==> src/rtl/pattern_tx_if.sv <==
// Handshake and serial-stream bundle between a controller and pattern_tx.
interface pattern_tx_if #(
  parameter int WIDTH = 4,
  parameter int CNT_W = 8,
  parameter int GAP_W = 4
);
  logic             start;
  logic [WIDTH-1:0] pattern;
  logic [CNT_W-1:0] repeat_n;
  logic [GAP_W-1:0] gap;
  logic             data;
  logic             valid;
  logic             frame_start;
  logic             busy;
  logic             done;

  modport master (
    output start, pattern, repeat_n, gap,
    input  data, valid, frame_start, busy, done
  );

  modport slave (
    input  start, pattern, repeat_n, gap,
    output data, valid, frame_start, busy, done
  );
endinterface

==> src/rtl/pattern_tx.sv <==
// Serial pattern transmitter: shifts a latched WIDTH-bit pattern out MSB
// first, repeat_n times, with an optional idle gap between frames.
// All outputs are registered; start is only honoured in IDLE.
module pattern_tx #(
  parameter int WIDTH = 4,
  parameter int CNT_W = 8,
  parameter int GAP_W = 4
) (
  input  logic       clk,
  input  logic       rst,
  pattern_tx_if.slave bus
);

  localparam int BW = (WIDTH > 1) ? $clog2(WIDTH) : 1;
  localparam logic [BW-1:0] LAST_BIT = BW'(WIDTH - 1);

  localparam logic [1:0] S_IDLE  = 2'd0;
  localparam logic [1:0] S_SHIFT = 2'd1;
  localparam logic [1:0] S_GAP   = 2'd2;
  localparam logic [1:0] S_DONE  = 2'd3;

  logic [1:0]       state;
  logic [WIDTH-1:0] pat_q;   // pattern held for reloads between frames
  logic [WIDTH-1:0] sreg;    // bits still to be sent in this frame, MSB next
  logic [BW-1:0]    bcnt;    // index of the bit currently on `data`
  logic [CNT_W-1:0] rem;     // frames remaining, including the one in flight
  logic [GAP_W-1:0] gap_q;
  logic [GAP_W-1:0] gcnt;    // gap cycles left, including the current one

  // Transfer FSM with registered stream/handshake outputs.
  always_ff @(posedge clk) begin
    if (rst) begin
      state           <= S_IDLE;
      pat_q           <= '0;
      sreg            <= '0;
      bcnt            <= '0;
      rem             <= '0;
      gap_q           <= '0;
      gcnt            <= '0;
      bus.data        <= 1'b0;
      bus.valid       <= 1'b0;
      bus.frame_start <= 1'b0;
      bus.busy        <= 1'b0;
      bus.done        <= 1'b0;
    end else begin
      case (state)
        S_IDLE: begin
          bus.done <= 1'b0;
          if (bus.start) begin
            pat_q <= bus.pattern;
            gap_q <= bus.gap;
            rem   <= bus.repeat_n;
            if (bus.repeat_n == '0) begin
              // Nothing to send: report completion without ever going busy.
              state    <= S_DONE;
              bus.done <= 1'b1;
            end else begin
              state           <= S_SHIFT;
              sreg            <= bus.pattern << 1;
              bcnt            <= '0;
              bus.data        <= bus.pattern[WIDTH-1];
              bus.valid       <= 1'b1;
              bus.frame_start <= 1'b1;
              bus.busy        <= 1'b1;
            end
          end
        end

        S_SHIFT: begin
          if (bcnt != LAST_BIT) begin
            bus.data        <= sreg[WIDTH-1];
            sreg            <= sreg << 1;
            bcnt            <= bcnt + 1'b1;
            bus.frame_start <= 1'b0;
          end else begin
            // LSB is on the wire now; decide what follows this frame.
            rem <= rem - CNT_W'(1);
            if (rem == CNT_W'(1)) begin
              state           <= S_DONE;
              bus.data        <= 1'b0;
              bus.valid       <= 1'b0;
              bus.frame_start <= 1'b0;
              bus.busy        <= 1'b0;
              bus.done        <= 1'b1;
            end else if (gap_q == '0) begin
              // Back-to-back: next MSB immediately, no valid bubble.
              sreg            <= pat_q << 1;
              bcnt            <= '0;
              bus.data        <= pat_q[WIDTH-1];
              bus.frame_start <= 1'b1;
            end else begin
              state           <= S_GAP;
              gcnt            <= gap_q;
              bus.data        <= 1'b0;
              bus.valid       <= 1'b0;
              bus.frame_start <= 1'b0;
            end
          end
        end

        S_GAP: begin
          if (gcnt == GAP_W'(1)) begin
            state           <= S_SHIFT;
            sreg            <= pat_q << 1;
            bcnt            <= '0;
            bus.data        <= pat_q[WIDTH-1];
            bus.valid       <= 1'b1;
            bus.frame_start <= 1'b1;
          end else begin
            gcnt <= gcnt - GAP_W'(1);
          end
        end

        S_DONE: begin
          state    <= S_IDLE;
          bus.done <= 1'b0;
        end

        default: begin
          state           <= S_IDLE;
          bus.data        <= 1'b0;
          bus.valid       <= 1'b0;
          bus.frame_start <= 1'b0;
          bus.busy        <= 1'b0;
          bus.done        <= 1'b0;
        end
      endcase
    end
  end

endmodule

==> src/flat_wrapper.sv <==
// flat-port wrapper written by rule: the top's interface ports become plain ports
module pattern_tx_flat 
#(
  parameter int WIDTH = 4,
  parameter int CNT_W = 8,
  parameter int GAP_W = 4
)
  (clk, rst, bus_start, bus_pattern, bus_repeat_n, bus_gap, bus_data, bus_valid, bus_frame_start, bus_busy, bus_done);
  pattern_tx_if #(.WIDTH(WIDTH), .CNT_W(CNT_W), .GAP_W(GAP_W)) bus_i ();
  input  logic clk;
  input  logic rst;
  input wire logic [$bits(bus_i.start)-1:0] bus_start;
  input wire logic [$bits(bus_i.pattern)-1:0] bus_pattern;
  input wire logic [$bits(bus_i.repeat_n)-1:0] bus_repeat_n;
  input wire logic [$bits(bus_i.gap)-1:0] bus_gap;
  output wire logic [$bits(bus_i.data)-1:0] bus_data;
  output wire logic [$bits(bus_i.valid)-1:0] bus_valid;
  output wire logic [$bits(bus_i.frame_start)-1:0] bus_frame_start;
  output wire logic [$bits(bus_i.busy)-1:0] bus_busy;
  output wire logic [$bits(bus_i.done)-1:0] bus_done;
  assign bus_i.start = bus_start;
  assign bus_i.pattern = bus_pattern;
  assign bus_i.repeat_n = bus_repeat_n;
  assign bus_i.gap = bus_gap;
  assign bus_data = bus_i.data;
  assign bus_valid = bus_i.valid;
  assign bus_frame_start = bus_i.frame_start;
  assign bus_busy = bus_i.busy;
  assign bus_done = bus_i.done;
  pattern_tx #(.WIDTH(WIDTH), .CNT_W(CNT_W), .GAP_W(GAP_W)) u_core (.clk(clk), .rst(rst), .bus(bus_i));
endmodule
==> config.mk <==
export PLATFORM = sky130hd
export DESIGN_NAME = pattern_tx_flat
export DESIGN_NICKNAME = d
export VERILOG_FILES = /design/src/rtl/pattern_tx_if.sv /design/src/rtl/pattern_tx.sv /design/src/flat_wrapper.sv
export SDC_FILE = /design/constraint.sdc
export NUM_CORES = 1
export LEC_CHECK = 0
export CAP_MARGIN = 20
export CORE_UTILIZATION = 60
export DETAILED_ROUTE_END_ITERATION = 6
export HOLD_SLACK_MARGIN = 0.15
export PLACE_DENSITY = 0.93
export SKIP_LAST_GASP = 1
export SYNTH_ARGS = -nofsm -noshare
export SYNTH_HDL_FRONTEND = slang
export SYNTH_SLANG_ARGS = --single-unit
==> constraint.sdc <==
create_clock -name clk -period 5.94 [get_ports clk]
set_input_delay 0.891 -clock clk [delete_from_list [all_inputs] [get_ports clk]]
set_output_delay 0.891 -clock clk [all_outputs]
set_load 0.02 [all_outputs]
==> impl_metrics.tcl <==
set metrics [dict create \
    synth.top_cell.area_share_pct 32.00 \
    clk_path_buf_depth 2 \
    die_area_um2 3571 \
    final_layout_size_suffix_gt1_share_pct 8.880 \
    routedWlPerCell_um 16.35 \
    grt_antenna_before_repair 0 \
    cts_made_buffers 5 \
    top_routing_layer_in_use "met4" \
    max-cap-violations 0 \
    critPathCaptureType "flop" \
    synth_seq_cells 32 \
    worstPathArrival_ns 3.38 \
    routed-via-count 1967 \
    clk-insertion-delay-late_ns 0.34 \
    clkTransAtPathRegs_ns 0.10 \
    post_synth_num_cell_types 55 \
    worst_hold_path_type "reg -> reg" \
    firstDrtPassIters 7 \
    outcome "finished clean" \
    synthesis.instances 240 \
    timing.clock.skew_ns 0.01129 \
    vias_per_cell 6.492 \
    detailedRoute.firstIterationViolations 143 \
    crit_cells 6 \
    transition_time_of_the_tightest_slew_check_pin_ns 0.9432 \
    post-route-drc-count 0 \
    synth_edf_count 0 \
    yosysTopAreaCell "sky130_fd_sc_hd__dfxtp_1" \
    synth.net_count 270 \
    placed_cells 295 \
    top_level_ports 24 \
    worst_r2r_path_depth 6 \
    route.met2.wl_um 2395 \
    floorplan.rows 20 \
    worstPathCellList "inv_1 -> ha_1 -> inv_1 -> a211oi_1 -> nand3_1 -> a31o_2" \
    stdcell_count 303 \
    port_buffers 23 \
    netlist_top_cells_count "32 x sky130_fd_sc_hd__dfxtp_1, 27 x sky130_fd_sc_hd__nand2_1, 20 x sky130_fd_sc_hd__a21oi_1" \
    globalRoute.totalOverflow 0 \
    groute.usage.overall_pct 29.49 \
    synth_sequential_area_ratio_pct 32.00 \
    clock-sinks 32 \
    fin_crit_sh_pct 52.71 \
    crit_buf_inv 2 \
    post-synth-top-count-cell "sky130_fd_sc_hd__dfxtp_1" \
    final_core_utilization_pct 74.72 \
    post_cts_hold_buffer_count 0 \
    synth_top_cells_by_area "sky130_fd_sc_hd__dfxtp_1 32%, sky130_fd_sc_hd__ha_1 6.9%, sky130_fd_sc_hd__nand2_1 5.1%" \
    finalSetupViolations 0 \
    max-slew-margin-rel_pct 37.12 \
    mappedNetlistArea_um2 2002 \
    cts_resized 0 \
    grt_start_max_net_pins 30 \
    yosys_most_used_dff "sky130_fd_sc_hd__dfxtp_1" \
    area_growth_syn_to_layout_pct 15.81 \
    critPathKind "reg -> reg" \
    grt_pass1_wl_um 7852 \
    p_total_mw 1.202 \
    clockRootBuffer "sky130_fd_sc_hd__clkbuf_4" \
    static_leakage_nw 0.8345 \
    warnings_synthesis 0 \
    worst_path_max_delay_cell "sky130_fd_sc_hd__a211oi_1" \
    place_congestion 0.9542 \
    crit_fanout 28 \
    timing.critical_path.max_delay_family "compound AO/OA/AOI/OAI gates" \
    cts_tree "built" \
    cp_slowest_stage_delay_ns 0.83 \
    place_ws_ns 2.924 \
    power_per_cell_area_nw_per_um2 518.3 \
    via_count_of_the_first_global_routing_pass 1805 \
    tns_ns 0 \
    drt-total-wl_um 4954 \
    met3WireLength_um 379 \
    timing.critical_path.mode_cell "sky130_fd_sc_hd__inv_1" \
    max-vdd-ir-drop_uv 356.4 \
    number_of_diodes 0 \
    startpoint_type_of_the_worst_setup_path "flop" \
    syn-mean-instance-area_um2 8.341 \
    crit_required_ns 6.19 \
    hold_viol_final 0 \
    drt.antenna.violating_nets 0 \
    start_util_pct 64.52 \
    placeableCoreArea_um2 3103 \
    final.setup.worst_slack_ns 2.809 \
    fmax_ghz 0.3194 \
    setup_repair_after_global_routing_missed_its_margin "no" \
    die_height_um 59.76 \
    hold-path-cell-count 2 \
    cts_setup_buffers 0 \
    total_number_of_nets_in_the_final_design 288 \
    postSynth.asyncResetShare_pct 0 \
    htreeDepth 2 \
    hpwl_um 3533 \
    timing_max_transition_violations_final 0 \
    die-width_um 59.76 \
    met1_length_um 2110 \
    period_minus_slack_ns 3.131 \
]
-- sequential cells by signal, summed over array words and instances (netlist names) --
signal,cells
u_core.rem,8
u_core.bcnt,2
u_core.bus.done,1
u_core.bus.data,1
u_core.gap_q,4
u_core.gcnt,4
u_core.bus.frame_start,1
u_core.bus.valid,1
u_core.bus.busy,1
u_core.sreg,3
u_core.state,2
u_core.pat_q,4
-- metal layers --
layer | GRT usage [%] | vias to the layer above
li1 | - | 939
met1 | 36.30 | 931
met2 | 47.94 | 87
met3 | 10.39 | 10
met4 | 9.635 | 0
met5 | 0 | -
-- report_power, final --
group          internal [mW]  switching (mW)
registers              0.284          0.0652
clock network         0.0882          0.0794
logic                  0.290           0.395
total                  0.662           0.540
-- area by class of cell --
type / count / area, µm²
clock buffers: 6 / 41.29
well taps: 44 / 55.05
repair buffers: 24 / 237.7
fillers: 249 / 784.5
inverters: 11 / 41.29
multi-input cells: 184 / 1267
flip-flops and latches: 32 / 640.6
clock inverters: 2 / 35.03
-- stage by stage --
step / hold slack, ns / instance area [µm²]
CTS: 0.4754 / 2318
global placement: 0.4497 / 2242
finish: 0.4768 / 2318
detailed placement: 0.4618 / 2242
floorplan: 0.4362 / 2002
global route: 0.4900 / 2318
-- logic make-up (layout without fill, tap and decap cells) --
| logic type | count (synthesis) | after routing | synth area share [%] |
|---|---|---|---|
| buffers and inverters | 24 | 43 | 4.688 |
| flip-flops | 32 | 32 | 32.00 |
| AO/OA/AOI/OAI | 76 | 76 | 28.38 |
| AND/OR/NAND/NOR | 91 | 91 | 24.81 |
| multiplexers | 6 | 6 | 3.250 |
| adder cells (fa/ha/maj) | 11 | 11 | 6.875 |
-- cell usage in the layout (no fill, tap or decap), types with 5 or more instances in the layout --
master | Yosys | final
sky130_fd_sc_hd__o21ai_0 | 9 | 9
sky130_fd_sc_hd__inv_1 | 11 | 11
sky130_fd_sc_hd__nand3_1 | 14 | 14
sky130_fd_sc_hd__nor2b_1 | 11 | 11
sky130_fd_sc_hd__a21oi_1 | 20 | 20
sky130_fd_sc_hd__o211ai_1 | 7 | 7
sky130_fd_sc_hd__dfxtp_1 | 32 | 32
sky130_fd_sc_hd__clkdlybuf4s50_1 | 0 | 23
sky130_fd_sc_hd__mux2i_1 | 5 | 5
sky130_fd_sc_hd__nor2_1 | 8 | 8
sky130_fd_sc_hd__nand2_1 | 27 | 27
sky130_fd_sc_hd__ha_1 | 11 | 11
sky130_fd_sc_hd__clkbuf_4 | 0 | 5
-- path summary, 6_finish.rpt --
kind,to,slack [ns],startpoint
hold / removal,u_core.pat_q[0],0.48,u_core.pat_q[0]
hold reg to reg,u_core.pat_q[0],0.48,u_core.pat_q[0]
setup reg to reg,u_core.bus.busy,2.81,u_core.state[1]
setup / recovery,u_core.bus.busy,2.81,u_core.state[1]
-- worst reg2reg max path, cell delays in order, from the launching register on --
cell and delay, ns:
sky130_fd_sc_hd__dfxtp_1 0.38, sky130_fd_sc_hd__inv_1 0.14, sky130_fd_sc_hd__ha_1 0.79, sky130_fd_sc_hd__inv_1 0.46, sky130_fd_sc_hd__a211oi_1 0.83, sky130_fd_sc_hd__nand3_1 0.16
sky130_fd_sc_hd__a31o_2 0.28
(Power assumes the default switching activity.)
